===== config.mk =====
export PLATFORM = sky130hd
export DESIGN_NAME = traffic_sink
export DESIGN_NICKNAME = d
export VERILOG_FILES = /design/src/rtl/traffic_sink_pkg.sv /design/src/rtl/sink_count_bank.sv /design/src/rtl/traffic_sink.sv
export SDC_FILE = /design/constraint.sdc
export NUM_CORES = 1
export LEC_CHECK = 0
export CAP_MARGIN = 10
export CORE_MARGIN = 4
export CORE_UTILIZATION = 58
export CTS_CLUSTER_SIZE = 20
export DETAILED_ROUTE_END_ITERATION = 12
export PLACE_DENSITY = 0.8
export SLEW_MARGIN = 20
export SYNTH_ARGS = -nofsm -noshare
export SYNTH_HDL_FRONTEND = slang
export SYNTH_HIERARCHICAL = 1
export SYNTH_SLANG_ARGS = --single-unit

===== constraint.sdc =====
create_clock -name clk -period 6.1 [get_ports clk]
set_clock_uncertainty 0.15 [all_clocks]
set_input_delay 1.22 -clock clk [delete_from_list [all_inputs] [get_ports clk]]
set_output_delay 1.22 -clock clk [all_outputs]
set_load 0.01 [all_outputs]

===== src/rtl/traffic_sink_pkg.sv =====
// traffic_sink_pkg: shared NoC sizing and the sink's FSM encoding.
//   `PAYLOAD_SIZE : width of the source-id field of a packet word
//   `ADDR_BITS    : width of the destination address field
//   `NUM_NODES    : number of nodes, and so of per-source counters
// The macros stay available for older files that still use them. New code
// uses the package localparams.
`ifndef PAYLOAD_SIZE
`define PAYLOAD_SIZE 8
`endif
`ifndef ADDR_BITS
`define ADDR_BITS 4
`endif
`ifndef NUM_NODES
`define NUM_NODES 8
`endif

package traffic_sink_pkg;

  localparam int PAYLOAD_SIZE = `PAYLOAD_SIZE;
  localparam int ADDR_BITS    = `ADDR_BITS;
  localparam int NUM_NODES    = `NUM_NODES;
  localparam int DATA_W       = PAYLOAD_SIZE + ADDR_BITS;

  // Sink FSM. HOLD is the service window during which busy is high.
  typedef enum logic [0:0] {
    SINK_IDLE = 1'b0,
    SINK_HOLD = 1'b1
  } sink_state_e;

  // Only the low ADDR_BITS of an index are meaningful. Values at or above
  // NUM_NODES have no counter behind them.
  function automatic logic idx_in_range(input logic [ADDR_BITS-1:0] idx);
    return int'(idx) < NUM_NODES;
  endfunction

endpackage


===== src/rtl/sink_count_bank.sv =====
// sink_count_bank: NUM_NODES saturating per-source receive counters.
//   clk      : clock
//   clear    : synchronous clear of every counter and of rd_count
//   inc_en   : increment the counter selected by inc_idx
//   inc_idx  : source index to increment (out-of-range is ignored)
//   rd_idx   : read index
//   rd_count : registered read data, one cycle after rd_idx
// A read and an increment of the same index in one cycle return the value
// from before the increment. Out-of-range reads return 0.
module sink_count_bank
  import traffic_sink_pkg::*;
#(
  parameter int CNT_W = 16
) (
  input  logic                 clk,
  input  logic                 clear,
  input  logic                 inc_en,
  input  logic [ADDR_BITS-1:0] inc_idx,
  input  logic [ADDR_BITS-1:0] rd_idx,
  output logic [CNT_W-1:0]     rd_count
);

  localparam int SEL_W = (NUM_NODES > 1) ? $clog2(NUM_NODES) : 1;
  localparam logic [CNT_W-1:0] CNT_MAX = '1;

  logic [CNT_W-1:0] cnt [NUM_NODES];
  logic [SEL_W-1:0] inc_sel;
  logic [SEL_W-1:0] rd_sel;

  // The range check uses the full index. Only the low bits address storage.
  assign inc_sel = inc_idx[SEL_W-1:0];
  assign rd_sel  = rd_idx[SEL_W-1:0];

  always_ff @(posedge clk) begin
    if (clear) begin
      for (int i = 0; i < NUM_NODES; i++) begin
        cnt[i] <= '0;
      end
      rd_count <= '0;
    end else begin
      if (inc_en && idx_in_range(inc_idx) && (cnt[inc_sel] != CNT_MAX)) begin
        cnt[inc_sel] <= cnt[inc_sel] + CNT_W'(1);
      end
      rd_count <= idx_in_range(rd_idx) ? cnt[rd_sel] : '0;
    end
  end

endmodule


===== src/rtl/traffic_sink.sv =====
// traffic_sink: receiving end of the NoC traffic-source handshake at a
// router's local ejection port. It accepts packet words, applies a fixed
// service-time backpressure, and keeps saturating receive statistics.
//   clk, reset   : clock, synchronous active-high reset
//   data         : packet word, [ADDR_BITS-1:0] = dest, upper bits = source id
//   req          : word valid, one-cycle pulse from the network
//   busy         : registered backpressure to the network
//   rx_valid     : one-cycle pulse the cycle after an accept
//   last_src     : source id of the last accepted word
//   last_dest    : dest of the last accepted word
//   rd_src       : per-source statistics read index
//   rd_count     : per-source count for rd_src (1-cycle latency)
//   total_rx     : all accepted words
//   misroute_cnt : accepted words whose dest differs from ID
//   drop_cnt     : req pulses seen while busy
//   state_dbg    : current FSM state, for observation only
//
// Handshake: a word is offered by req=1 for one cycle. If busy is low at that
// clock edge the word is accepted. If busy is high the word is lost, and
// drop_cnt records the loss. busy is high for exactly SERVICE_CYCLES cycles
// after each accept. With SERVICE_CYCLES=0 busy never rises and words may
// arrive on every cycle.
module traffic_sink
  import traffic_sink_pkg::*;
#(
  parameter int ID             = -1,
  parameter int SERVICE_CYCLES = 2,
  parameter int CNT_W          = 16
) (
  input  logic                    clk,
  input  logic                    reset,
  input  logic [DATA_W-1:0]       data,
  input  logic                    req,
  output logic                    busy,
  output logic                    rx_valid,
  output logic [PAYLOAD_SIZE-1:0] last_src,
  output logic [ADDR_BITS-1:0]    last_dest,
  input  logic [ADDR_BITS-1:0]    rd_src,
  output logic [CNT_W-1:0]        rd_count,
  output logic [CNT_W-1:0]        total_rx,
  output logic [CNT_W-1:0]        misroute_cnt,
  output logic [CNT_W-1:0]        drop_cnt,
  output sink_state_e             state_dbg
);

  localparam int SVC_W      = (SERVICE_CYCLES > 1) ? $clog2(SERVICE_CYCLES) : 1;
  localparam int SVC_LOAD_I = (SERVICE_CYCLES > 0) ? SERVICE_CYCLES - 1 : 0;
  localparam logic [SVC_W-1:0]     SVC_LOAD = SVC_W'(SVC_LOAD_I);
  localparam logic [CNT_W-1:0]     CNT_MAX  = '1;
  // ID = -1 marks an anonymous sink. It does no misroute check and no logging.
  localparam bit                   ID_EN    = (ID != -1);
  localparam logic [ADDR_BITS-1:0] ID_ADDR  = ADDR_BITS'(ID);

  sink_state_e             state;
  logic [SVC_W-1:0]        svc_cnt;
  logic [PAYLOAD_SIZE-1:0] src;
  logic [ADDR_BITS-1:0]    dest;
  logic                    accept;
  logic                    drop;
  logic                    misroute;
  logic                    bank_inc;

  assign src       = data[DATA_W-1:ADDR_BITS];
  assign dest      = data[ADDR_BITS-1:0];
  assign accept    = req && (state == SINK_IDLE);
  assign drop      = req && (state == SINK_HOLD);
  assign misroute  = ID_EN && (dest != ID_ADDR);
  // Misrouted words count toward total_rx only. They never count per source.
  assign bank_inc  = accept && !misroute;
  assign state_dbg = state;

  // Service-window FSM. busy is a register that mirrors (state == SINK_HOLD).
  always_ff @(posedge clk) begin
    if (reset) begin
      state   <= SINK_IDLE;
      svc_cnt <= '0;
      busy    <= 1'b0;
    end else begin
      case (state)
        SINK_IDLE: begin
          if (req && (SERVICE_CYCLES > 0)) begin
            state   <= SINK_HOLD;
            svc_cnt <= SVC_LOAD;
            busy    <= 1'b1;
          end
        end
        SINK_HOLD: begin
          if (svc_cnt == '0) begin
            state <= SINK_IDLE;
            busy  <= 1'b0;
          end else begin
            svc_cnt <= svc_cnt - SVC_W'(1);
          end
        end
        default: begin
          state <= SINK_IDLE;
          busy  <= 1'b0;
        end
      endcase
    end
  end

  // Receive bookkeeping. Every counter saturates instead of wrapping.
  always_ff @(posedge clk) begin
    if (reset) begin
      rx_valid     <= 1'b0;
      last_src     <= '0;
      last_dest    <= '0;
      total_rx     <= '0;
      misroute_cnt <= '0;
      drop_cnt     <= '0;
    end else begin
      rx_valid <= accept;
      if (accept) begin
        last_src  <= src;
        last_dest <= dest;
        if (total_rx != CNT_MAX) begin
          total_rx <= total_rx + CNT_W'(1);
        end
        if (misroute && (misroute_cnt != CNT_MAX)) begin
          misroute_cnt <= misroute_cnt + CNT_W'(1);
        end
      end
      if (drop && (drop_cnt != CNT_MAX)) begin
        drop_cnt <= drop_cnt + CNT_W'(1);
      end
    end
  end

  sink_count_bank #(
    .CNT_W (CNT_W)
  ) u_bank (
    .clk      (clk),
    .clear    (reset),
    .inc_en   (bank_inc),
    .inc_idx  (src[ADDR_BITS-1:0]),
    .rd_idx   (rd_src),
    .rd_count (rd_count)
  );

`ifndef SYNTHESIS
  // Receive log in the same "##" CSV format the traffic source uses for
  // transmit. It prints on the edge where the counters update.
  always @(posedge clk) begin
    if (!reset && accept && ID_EN) begin
      $display("##,rx,%d,%d", src, dest);
    end
  end
`endif

endmodule


== Word level (Yosys, flattened, before mapping) ==
Memories as Yosys holds them, arrays and structs flattened. A register that Yosys moved wholly into a read port is not among the register bits.
Index checks and enable logic that the tools add are counted.

* Word-level logic and storage cells: 47
* Bits of input ports: 19
* RAM bits: 128
* Bits in registers: 48
* Memories kept: 1
* Bits in latches: 0
* Output and inout port bits: 79
* ROM bits: 0

{| class="wikitable"
|+ Memories
! memory !! words !! bits a word !! rd ports !! clocked after Yosys merged registers in !! write ports !! line !! source
|-
| u_bank.cnt || 8 || 16 || 2 || 1 || 8 || sink_count_bank.sv:26 || <nowiki>logic [CNT_W-1:0] cnt [NUM_NODES];</nowiki>
|}

* $lt $le $gt $ge: 2
* Reduce and logical (&&, ||, !) cells: 9
* Bitwise gates (word level): 2
* Add/sub/neg operators: 4
* Shift operators: 0
* Div/mod/pow operators: 0
* Multiply operators: 0
* Muxes and demuxes: 16
* Equal/unequal tests: 5

{| class="wikitable"
|+ Operator list
! cell !! count
|-
| $add A16 B1 Y16 const B || 3
|-
| $ne A16 B16 Y1 const B || 3
|-
| $mux W16 || 1
|-
| $reduce_or A16 Y1 || 1
|-
| $mux W1 || 11
|-
| $lt A4 B4 Y1 const B || 2
|-
| $pmux W1 S2 || 3
|-
| $logic_and A1 B1 Y1 || 5
|-
| $ne A2 B2 Y1 const B || 2
|-
| $reduce_and A2 Y1 || 2
|-
| $mux W3 || 1
|-
| $not A1 Y1 || 2
|-
| $reduce_or A2 Y1 || 1
|-
| $sub A1 B1 Y1 const B || 1
|}

== Longest topological paths before layout ==
Gate-level depths: netlist of run 1.

* Depth in word-level cells: 9
* Mapped depth: 14
* Gate-level depth less buffers: 8

== By module ==
Netlist of run 1, hierarchy kept.

{| class="wikitable"
|+ By module, submodules not included
! module !! times used !! area each (um2) !! cells an instance !! sequential area each (um2)
|-
| sink_count_bank || 1 || 7717.4 || 555 || 4164.0
|-
| traffic_sink || 1 || 2273.4 || 265 || 960.9
|}

== Worst setup path before layout of run 1 ==
Ideal clock, no wire load.

* Path type: input-to-reg
* Start point: in data[6]
* End point: mem u_bank.cnt[4][0] (enable)
* Path slack: 1174 ps
* Data arrival time: 4384 ps
* Setup time: 392 ps
* Stages: 14
* Data required time: 5558 ps
* Buffers on the path: 6
* Cell sequence: buf_2 buf_2 buf_2 mux4_2 nand2_1 nand2_1 ha_1 and2_1 clkbuf_1 nand3b_2 o211ai_2 buf_6 buf_6 o21bai_1

{| class="wikitable"
|+ RTL lines
! item !! line !! source
|-
| from (decl) || traffic_sink.sv:32 || <nowiki>input logic [DATA_W-1:0] data,</nowiki>
|-
| to (decl) || sink_count_bank.sv:26 ||
|}

==> flow_summary.json, run 1 <==
{
  "status": "completed",
  "irDropWorstVdd_v": 0.000226,
  "synth_edf_count": 128,
  "track_usage_pct": 26.9,
  "core-area_mm2": 0.0168,
  "finalHoldViolCount": 0,
  "final_area_mm2": 0.0115,
  "die-area_mm2": 0.0194,
  "postCtsResizedCells": 0,
  "ioPinCount": 98,
  "cap_violations": 0,
  "grt_pass1_vias": 7524,
  "synth.cell_area_mm2": 0.00999,
  "worst_hold_path_type": "flip-flop to flip-flop",
  "p_int_mw": 2.19,
  "path_delay_family": "buffers and inverters",
  "fin_cells": 1120,
  "drt_iter0_drc": 805,
  "root_buffer": "clkbuf_16",
  "post_cts_buffers": 0,
  "p_leak_nw": 3.92,
  "fp-row-count": 47,
  "routed_wl_mm": 26.3,
  "synthCells": 820,
  "crit_top_cell": "buf_4",
  "synth_top_area_cell": "edfxtp_1",
  "crit_path_top_delay_cell": "clkdlybuf4s50_1",
  "sw_frac_of_total_pct": 25.4,
  "ctsHoldBuffers": 0,
  "synth-async-reset-ratio_pct": 0,
  "drive_above_1_share_pct": 21.0,
  "synth_most_common_cell": "edfxtp_1",
  "drt-wirelength-per-cell_um": 23.4,
  "syn_to_final_growth_pct": 15.5,
  "cpPeakStageDelay_ns": 0.81,
  "ys_seq_area_share_pct": 51.3,
  "p_comb_share_pct": 12.1,
  "die_w_um": 139,
  "detail-route-antenna-nets": 0,
  "power_density_mw_per_mm2": 254,
  "start_util_pct": 59.6,
  "first_pass_iters": 5,
  "place_hpwl_mm": 17.4,
  "clock_latency_ns": 0.44,
  "p_total_mw": 2.94,
  "cp_max_fo": 26,
  "tns_ns": 0,
  "drc": 0,
  "antenna_cells": 0,
  "via_per_inst": 6.62,
  "postSynthAreaPerCell_um2": 12.2,
  "rsz0062_at_grt": "false",
  "setup_ws_ns": 0.994,
  "max_slew_margin_pct": 33.0,
  "ys_types": 66,
  "synth_area_leaders": "edfxtp_1, dfxtp_1, mux4_2",
  "max_freq_ghz": 0.196,
  "r2r_setup_slack_ns": 2.20,
  "crit_path_cell_trace": "clkdlybuf4s50_1 > inv_1 > a221o_1 > a222oi_1 > buf_4 > a211oi_2 > nand3b_2 > o211ai_4 > buf_4 > o21bai_2 > buf_4",
  "cts.sinks": 192,
  "place_ws_ns": 0.691,
  "gp_congestion": 0.967,
  "crit_type": "input pin to flip-flop",
  "place_area_mm2": 0.0110,
  "grt_pass1_wl_mm": 41.2,
  "worst_ep_arrival_time_ns": 5.08,
  "ys.flop_type": "edfxtp_1",
  "htreeDepth": 4,
  "cp-end-kind": "flip-flop",
  "min_period_over_period_pct": 83.7,
  "worstMarginPinSlew_ns": 1.01,
  "synth-seq-cells": 192,
  "pwr-share-seq_pct": 49.8,
  "min_period_ns": 5.11,
  "cts_buffers": 17,
  "power_frac_clock_pct": 38.1,
  "die_height_um": 139,
  "path_buf_inv": 5,
  "start_kind": "input pin",
  "synth_top_area_share_pct": 38.5,
  "antenna_found_initial": 0,
  "clockBufferDepth": 2,
  "overflow": 0,
  "cts_tree": "built",
  "ys_top_cells_by_count": "edfxtp_1, nor3_1, dfxtp_1",
  "setup_violations": 0,
  "dpl.cell_count": 1088,
  "yosys_warnings": 6,
  "switchingPower_mw": 0.744,
  "slew_violations": 0,
  "final_nets": 909,
  "path_clk_slew_ns": 0.06,
  "cp_data_required_time_ns": 6.08,
  "port_buffers": 81,
  "vias": 7413,
  "grt_max_degree": 68
}
==> registers in the layout, indices dropped and copies added (netlist names) <==
register         count
u_bank/rd_count     16
svc_cnt              1
u_bank/cnt         128
busy                 1
last_dest            4
drop_cnt            16
state_dbg            1
last_src             8
total_rx            16
rx_valid             1
==> area by class of cell <==
| cell class | instances | area [µm²] |
|---|---|---|
| Fill cell | 1182 | 5220 |
| Sequential cell | 192 | 5120 |
| Multi-Input combinational cell | 556 | 4500 |
| Timing Repair Buffer | 111 | 1020 |
| Clock buffer | 22 | 495 |
| Tap cell | 220 | 275 |
| Clock inverter | 10 | 95.1 |
| Inverter | 9 | 33.8 |
==> per-stage QoR <==
stage / hold WS (ns) / utilization (%)
4_1_cts: 0.317 / 68.9
2_1_floorplan: 0.297 / -
6_report: 0.318 / 68.9
3_3_place_gp: 0.293 / 65.3
3_5_place_dp: 0.303 / 65.3
5_1_grt: 0.341 / 68.9
==> per-layer routing <==
layer	part of all wire, %	vias up	GRT usage [%]
li1	-	3215	-
met1	37	3620	34.0
met4	3.7	0	10.2
met2	50	490	45.4
met5	0	-	0
met3	9.2	88	5.97
==> placed cells by master, fill, tap and decap left out, types with 19 or more instances in the layout <==
cell type / netlist / final
nor3_2: 36 / 36
nor2_1: 60 / 60
mux2i_1: 30 / 30
clkdlybuf4s50_1: 0 / 77
buf_4: 18 / 30
nand3_1: 21 / 21
xor2_1: 20 / 20
mux4_2: 52 / 52
xnor2_1: 19 / 19
nor3_1: 98 / 98
a21oi_1: 19 / 19
dfxtp_1: 64 / 64
edfxtp_1: 128 / 128
nand2_1: 58 / 58
==> kinds of logic after synthesis <==
| group | Yosys count | synth area share, % |
|---|---|---|
| AND/OR/NAND/NOR | 341 | 19.7 |
| buffers and inverters | 87 | 4.61 |
| XOR/XNOR | 39 | 3.42 |
| multiplexers | 89 | 15.6 |
| AO/OA/AOI/OAI | 68 | 4.97 |
| flip-flops | 192 | 51.3 |
| adder cells (fa/ha/maj) | 3 | 0.376 |
| other | 1 | 0.0375 |
==> tightest hold or removal path: cells and delay by family (launching register included) <==
family	cells	cell delay [ns]
compound gates	1	0.05
flops	1	0.32
simple gates	1	0.05
==> power groups by stage <==
stage,Combinational [mW],Clock [mW],Sequential [mW]
after floorplan,0.232,0,1.48
after global placement,0.339,0,1.49
after detailed placement,0.347,0,1.49
after CTS,0.350,1.13,1.46
after global routing,0.374,1.18,1.46
final,0.356,1.12,1.46
==> worst paths after layout <==
kind	startpoint	endpoint	cells past startpoint
setup / recovery	data[5]	u_bank/cnt[5][15]	11
hold / removal	last_src[5]	last_src[5]	2
setup reg to reg	u_bank/cnt[3][0]	u_bank/cnt[5][15]	10
hold reg to reg	last_src[5]	last_src[5]	2
No activity file was read; power rests on OpenSTA's default activity.
==> inputs of run 2 (changes only) <==
Clock period 6.1 ns to 5.3 ns, I/O delays scaled along.
==> run 2 against run 1 <==
- sequential cell count stayed put
- total power grew 13%
- design area up 0.50%
- core utilization increased by 0.34 points
- via count fell by 1.4%
- combinational power grew 16%
- first-iteration DRC count fell by 5.7%
- critical path type unchanged
- largest power group unchanged
==> flow_summary.json, run 2 (synthesis gave the netlist of run 1 again) <==
{
  "clockBufferDepth": 2,
  "vias": 7312,
  "min_period_ns": 4.45,
  "final_common_cell": "edfxtp_1",
  "final_nets": 921,
  "worst_ep_arrival_time_ns": 4.44,
  "max_slew_margin_pct": 27.3,
  "die-area_mm2": 0.0194,
  "cts_buffers": 17,
  "fp-row-count": 47,
  "irDropWorstVdd_v": 0.000239,
  "cts_tree": "built",
  "max_freq_ghz": 0.225,
  "worst_hold_path_type": "flip-flop to flip-flop",
  "cap_violations": 0,
  "slew_violations": 0,
  "place_hpwl_mm": 17.3,
  "syn_to_final_growth_pct": 16.1,
  "fin_util_pct": 69.2,
  "routed_wl_mm": 25.7,
  "setup_violations": 0,
  "postCtsResizedCells": 0,
  "antenna_cells": 0,
  "path_clk_slew_ns": 0.06,
  "p_total_mw": 3.32,
  "post_cts_buffers": 0,
  "grt_pass1_wl_mm": 41.2,
  "grt_max_degree": 60,
  "fill_cells": 1171,
  "start_util_pct": 59.6,
  "via_per_inst": 6.46,
  "status": "completed",
  "die_height_um": 139,
  "worstMarginPinSlew_ns": 1.09,
  "finalHoldViolCount": 0,
  "start_kind": "input pin",
  "hold_ws_ns": 0.311,
  "cp-end-kind": "flip-flop",
  "clock_latency_ns": 0.43,
  "seqCellArea_mm2": 0.00512,
  "rsz0062_at_grt": "false",
  "multiInputGateArea_mm2": 0.00449,
  "drt-wirelength-per-cell_um": 22.7,
  "crit_type": "input pin to flip-flop",
  "root_buffer": "clkbuf_16",
  "power_density_mw_per_mm2": 286,
  "track_usage_pct": 26.7,
  "largest_register_ffs": 128,
  "drc": 0,
  "drt_iter0_drc": 759,
  "drive_above_1_share_pct": 21.5,
  "cp_max_fo": 15,
  "die_w_um": 139,
  "min_period_over_period_pct": 83.9,
  "tns_ns": 0,
  "core-area_mm2": 0.0168,
  "largest_register": "u_bank/cnt",
  "overflow": 0,
  "detail-route-antenna-nets": 0,
  "ctsHoldBuffers": 0,
  "final_cell_mix": "edfxtp_1, nor3_1, clkdlybuf4s50_1",
  "gp_congestion": 0.920,
  "antenna_found_initial": 0,
  "port_buffers": 81,
  "p_leak_nw": 3.96,
  "cts.sinks": 192,
  "grt_pass1_vias": 7648,
  "cp_data_required_time_ns": 5.30,
  "ioPinCount": 98,
  "htreeDepth": 4,
  "first_pass_iters": 6
}
run 2: changes by cell type in the layout (fill, tap and decap cells not counted), moves of 2 or more:
cell / before / now
buf_4: 30 / 41
clkbuf_1: 1 / 5
clkbuf_8: 3 / 1
clkinv_2: 2 / 4
inv_6: 4 / 0
run 2: worst paths after layout:
kind                          from           endpoint  slack [ns]  cells past startpoint
setup / recovery           data[5]  u_bank/cnt[6][13]        0.85                     10
hold / removal         last_src[3]        last_src[3]        0.31                      2
setup reg to reg  u_bank/cnt[7][0]   u_bank/cnt[6][5]        2.10                     11
hold reg to reg        last_src[3]        last_src[3]        0.31                      2
run 2: metrics by stage:
step	area, µm²	worst slack (ns)	std cells
finish	11600	0.853	1132
detailed placement	11000	0.525	1100
global placement	11000	0.619	1100
CTS	11600	0.929	1132
floorplan	10000	0.534	835
global route	11600	0.724	1132
run 2: area by class of cell:
class	count	area share [%]
flip-flops and latches	192	44.2
clock buffers	23	3.95
multi-input cells	556	38.7
well taps	220	2.37
repair buffers	123	9.64
inverters	9	0.291
clock inverters	9	0.820
run 2: power by group:
group / internal, mW / switching [mW]
logic: 0.163 / 0.250
registers: 1.65 / 0.0320
clock network: 0.701 / 0.524
run 2: critical path, cell delays in order:
cell,delay [ns]
clkdlybuf4s50_1,0.59
buf_4,0.30
nor2b_1,0.41
a221o_1,0.24
a222oi_1,0.09
buf_4,0.18
a2111oi_2,0.57
nand3_1,0.23
xnor2_1,0.63
nor3_1,0.13
run 2: metal layers:
metal	track usage, %	wire [µm]
met3	6.90	2400
met5	0	0
met4	10.1	696
met2	45.3	12900
met1	33.1	9680
==> inputs of run 3 (changes only) <==
Clock period 5.3 ns to 4.55 ns, I/O delays scaled along.
==> run 3 against run 2 <==
- cell count rose by 1.8%
- clock power grew 19%
- combinational power rose by 23%
- critical path type unchanged
==> flow_summary.json, run 3 (synthesis gave the netlist of run 1 again) <==
{
  "slew_violations": 0,
  "irDropWorstVdd_v": 0.000282,
  "first_pass_iters": 6,
  "start_util_pct": 59.6,
  "routed_wl_mm": 26.1,
  "port_buffers": 81,
  "antenna_found_initial": 0,
  "vias": 7407,
  "p_comb_share_pct": 12.9,
  "die_height_um": 139,
  "p_int_mw": 2.94,
  "crit_path_cell_trace": "clkdlybuf4s50_1 > buf_12 > buf_4 > mux4_2 > mux2i_1 > a2111oi_2 > nand3_1 > o211ai_4 > buf_4 > buf_4 > nor3_1",
  "worst_hold_path_type": "flip-flop to flip-flop",
  "path_clk_slew_ns": 0.07,
  "final_nets": 941,
  "cts_tree": "built",
  "ioPinCount": 98,
  "sw_frac_of_total_pct": 25.2,
  "track_usage_pct": 27.3,
  "clockBufferDepth": 2,
  "min_period_over_period_pct": 89.0,
  "clock_latency_ns": 0.44,
  "grt_max_degree": 60,
  "worst_ep_arrival_time_ns": 4.05,
  "switchingPower_mw": 0.990,
  "fin_cells": 1152,
  "ctsHoldBuffers": 0,
  "finalHoldViolCount": 0,
  "core-area_mm2": 0.0168,
  "htreeDepth": 4,
  "cts_buffers": 17,
  "fp-row-count": 47,
  "drt_iter0_drc": 773,
  "status": "completed",
  "multiInputGateArea_mm2": 0.00453,
  "crit_top_cell": "buf_4",
  "cap_violations": 0,
  "place_hpwl_mm": 17.2,
  "power_frac_clock_pct": 37.3,
  "final_common_cell": "edfxtp_1",
  "cp_max_fo": 33,
  "worstMarginPinSlew_ns": 0.825,
  "p_leak_nw": 4.08,
  "rsz0062_at_grt": "false",
  "gp_congestion": 0.936,
  "largest_register": "u_bank/cnt",
  "drc": 0,
  "start_kind": "input pin",
  "pwr-share-seq_pct": 49.8,
  "syn_to_final_growth_pct": 18.4,
  "cp_data_required_time_ns": 4.55,
  "grt_pass1_vias": 7717,
  "post_cts_buffers": 0,
  "max_slew_margin_pct": 44.6,
  "cpPeakStageDelay_ns": 0.50,
  "fill_cells": 1163,
  "max_freq_ghz": 0.247,
  "antenna_cells": 0,
  "power_density_mw_per_mm2": 332,
  "largest_register_ffs": 128,
  "dpl.cell_count": 1120,
  "crit_path_top_delay_cell": "clkdlybuf4s50_1",
  "min_period_ns": 4.05,
  "root_buffer": "clkbuf_16",
  "path_buf_inv": 5,
  "seqCellArea_mm2": 0.00512,
  "postCtsResizedCells": 0,
  "setup_violations": 0,
  "final_cell_mix": "edfxtp_1, nor3_1, clkdlybuf4s50_1",
  "drt-wirelength-per-cell_um": 22.7,
  "overflow": 0,
  "cp-end-kind": "flip-flop",
  "detail-route-antenna-nets": 0,
  "via_per_inst": 6.43,
  "crit_type": "input pin to flip-flop",
  "die_w_um": 139,
  "path_delay_family": "buffers and inverters",
  "die-area_mm2": 0.0194,
  "tns_ns": 0,
  "cts.sinks": 192,
  "drive_above_1_share_pct": 23.7,
  "grt_pass1_wl_mm": 41.8
}
## run 3: changes by cell type in the layout (fill, tap and decap cells not counted), moves of 2 or more
cell / delta
buf_12: +2
buf_4: +18
clkbuf_1: -3
clkinv_2: -3
clkinv_4: +5
o21bai_1: -2
o21bai_2: -2
o21bai_4: +4
## run 3: final timing paths
path                                     endpoint  slack [ns]               from  cells past startpoint
worst min register to register        last_src[3]        0.31        last_src[3]                      2
worst min-delay path                  last_src[3]        0.31        last_src[3]                      2
worst max-delay path            u_bank/cnt[7][12]        0.50            data[5]                     11
worst max register to register  u_bank/cnt[7][12]        1.26  u_bank/cnt[6][11]                      9
## run 3: layout make-up
class	instances	area share [%]
Inverter	9	0.286
Clock buffer	19	3.66
Sequential cell	192	43.3
Timing Repair Buffer	143	10.9
Clock inverter	13	1.18
Tap cell	220	2.33
Multi-Input combinational cell	556	38.3
## run 3: worst reg2reg max path, cell delays in order, from the launching register on
cell       delay, ns
edfxtp_1        0.37
mux2i_1         0.09
o21ai_0         0.25
a21oi_1         0.15
a2111oi_2       0.51
nand3_1         0.31
o211ai_4        0.30
buf_4           0.32
buf_4           0.43
nor3_1          0.12
## run 3: through the flow
stage | cell area (µm²) | total power, mW | utilization, % | worst slack [ns] | hold slack, ns
floorplan | 10100 | 2.30 | - | -0.0661 | 0.297
global placement | 11200 | 2.47 | 67.0 | 0.127 | 0.292
detailed placement | 11200 | 2.49 | 67.1 | 0.0360 | 0.299
CTS | 11800 | 3.94 | 70.5 | 0.482 | 0.310
global route | 11800 | 4.07 | 70.6 | 0.339 | 0.323
finish | 11800 | 3.93 | 70.6 | 0.500 | 0.306
## run 3: power by group through the flow
stage,Sequential (mW),Combinational (mW),Clock (mW)
floorplan,1.99,0.311,0
global placement,1.99,0.482,0
detailed placement,1.99,0.496,0
CTS,1.96,0.500,1.49
global route,1.96,0.539,1.57
finish,1.96,0.507,1.46
## run 3: per-layer routing
| metal | global-route usage [%] | vias to the layer above | share of wire [%] |
|---|---|---|---|
| li1 | - | 3290 | - |
| met4 | 9.73 | 0 | 2.4 |
| met1 | 35.7 | 3601 | 38 |
| met5 | 0 | - | 0 |
| met3 | 6.14 | 53 | 10 |
| met2 | 45.1 | 463 | 49 |
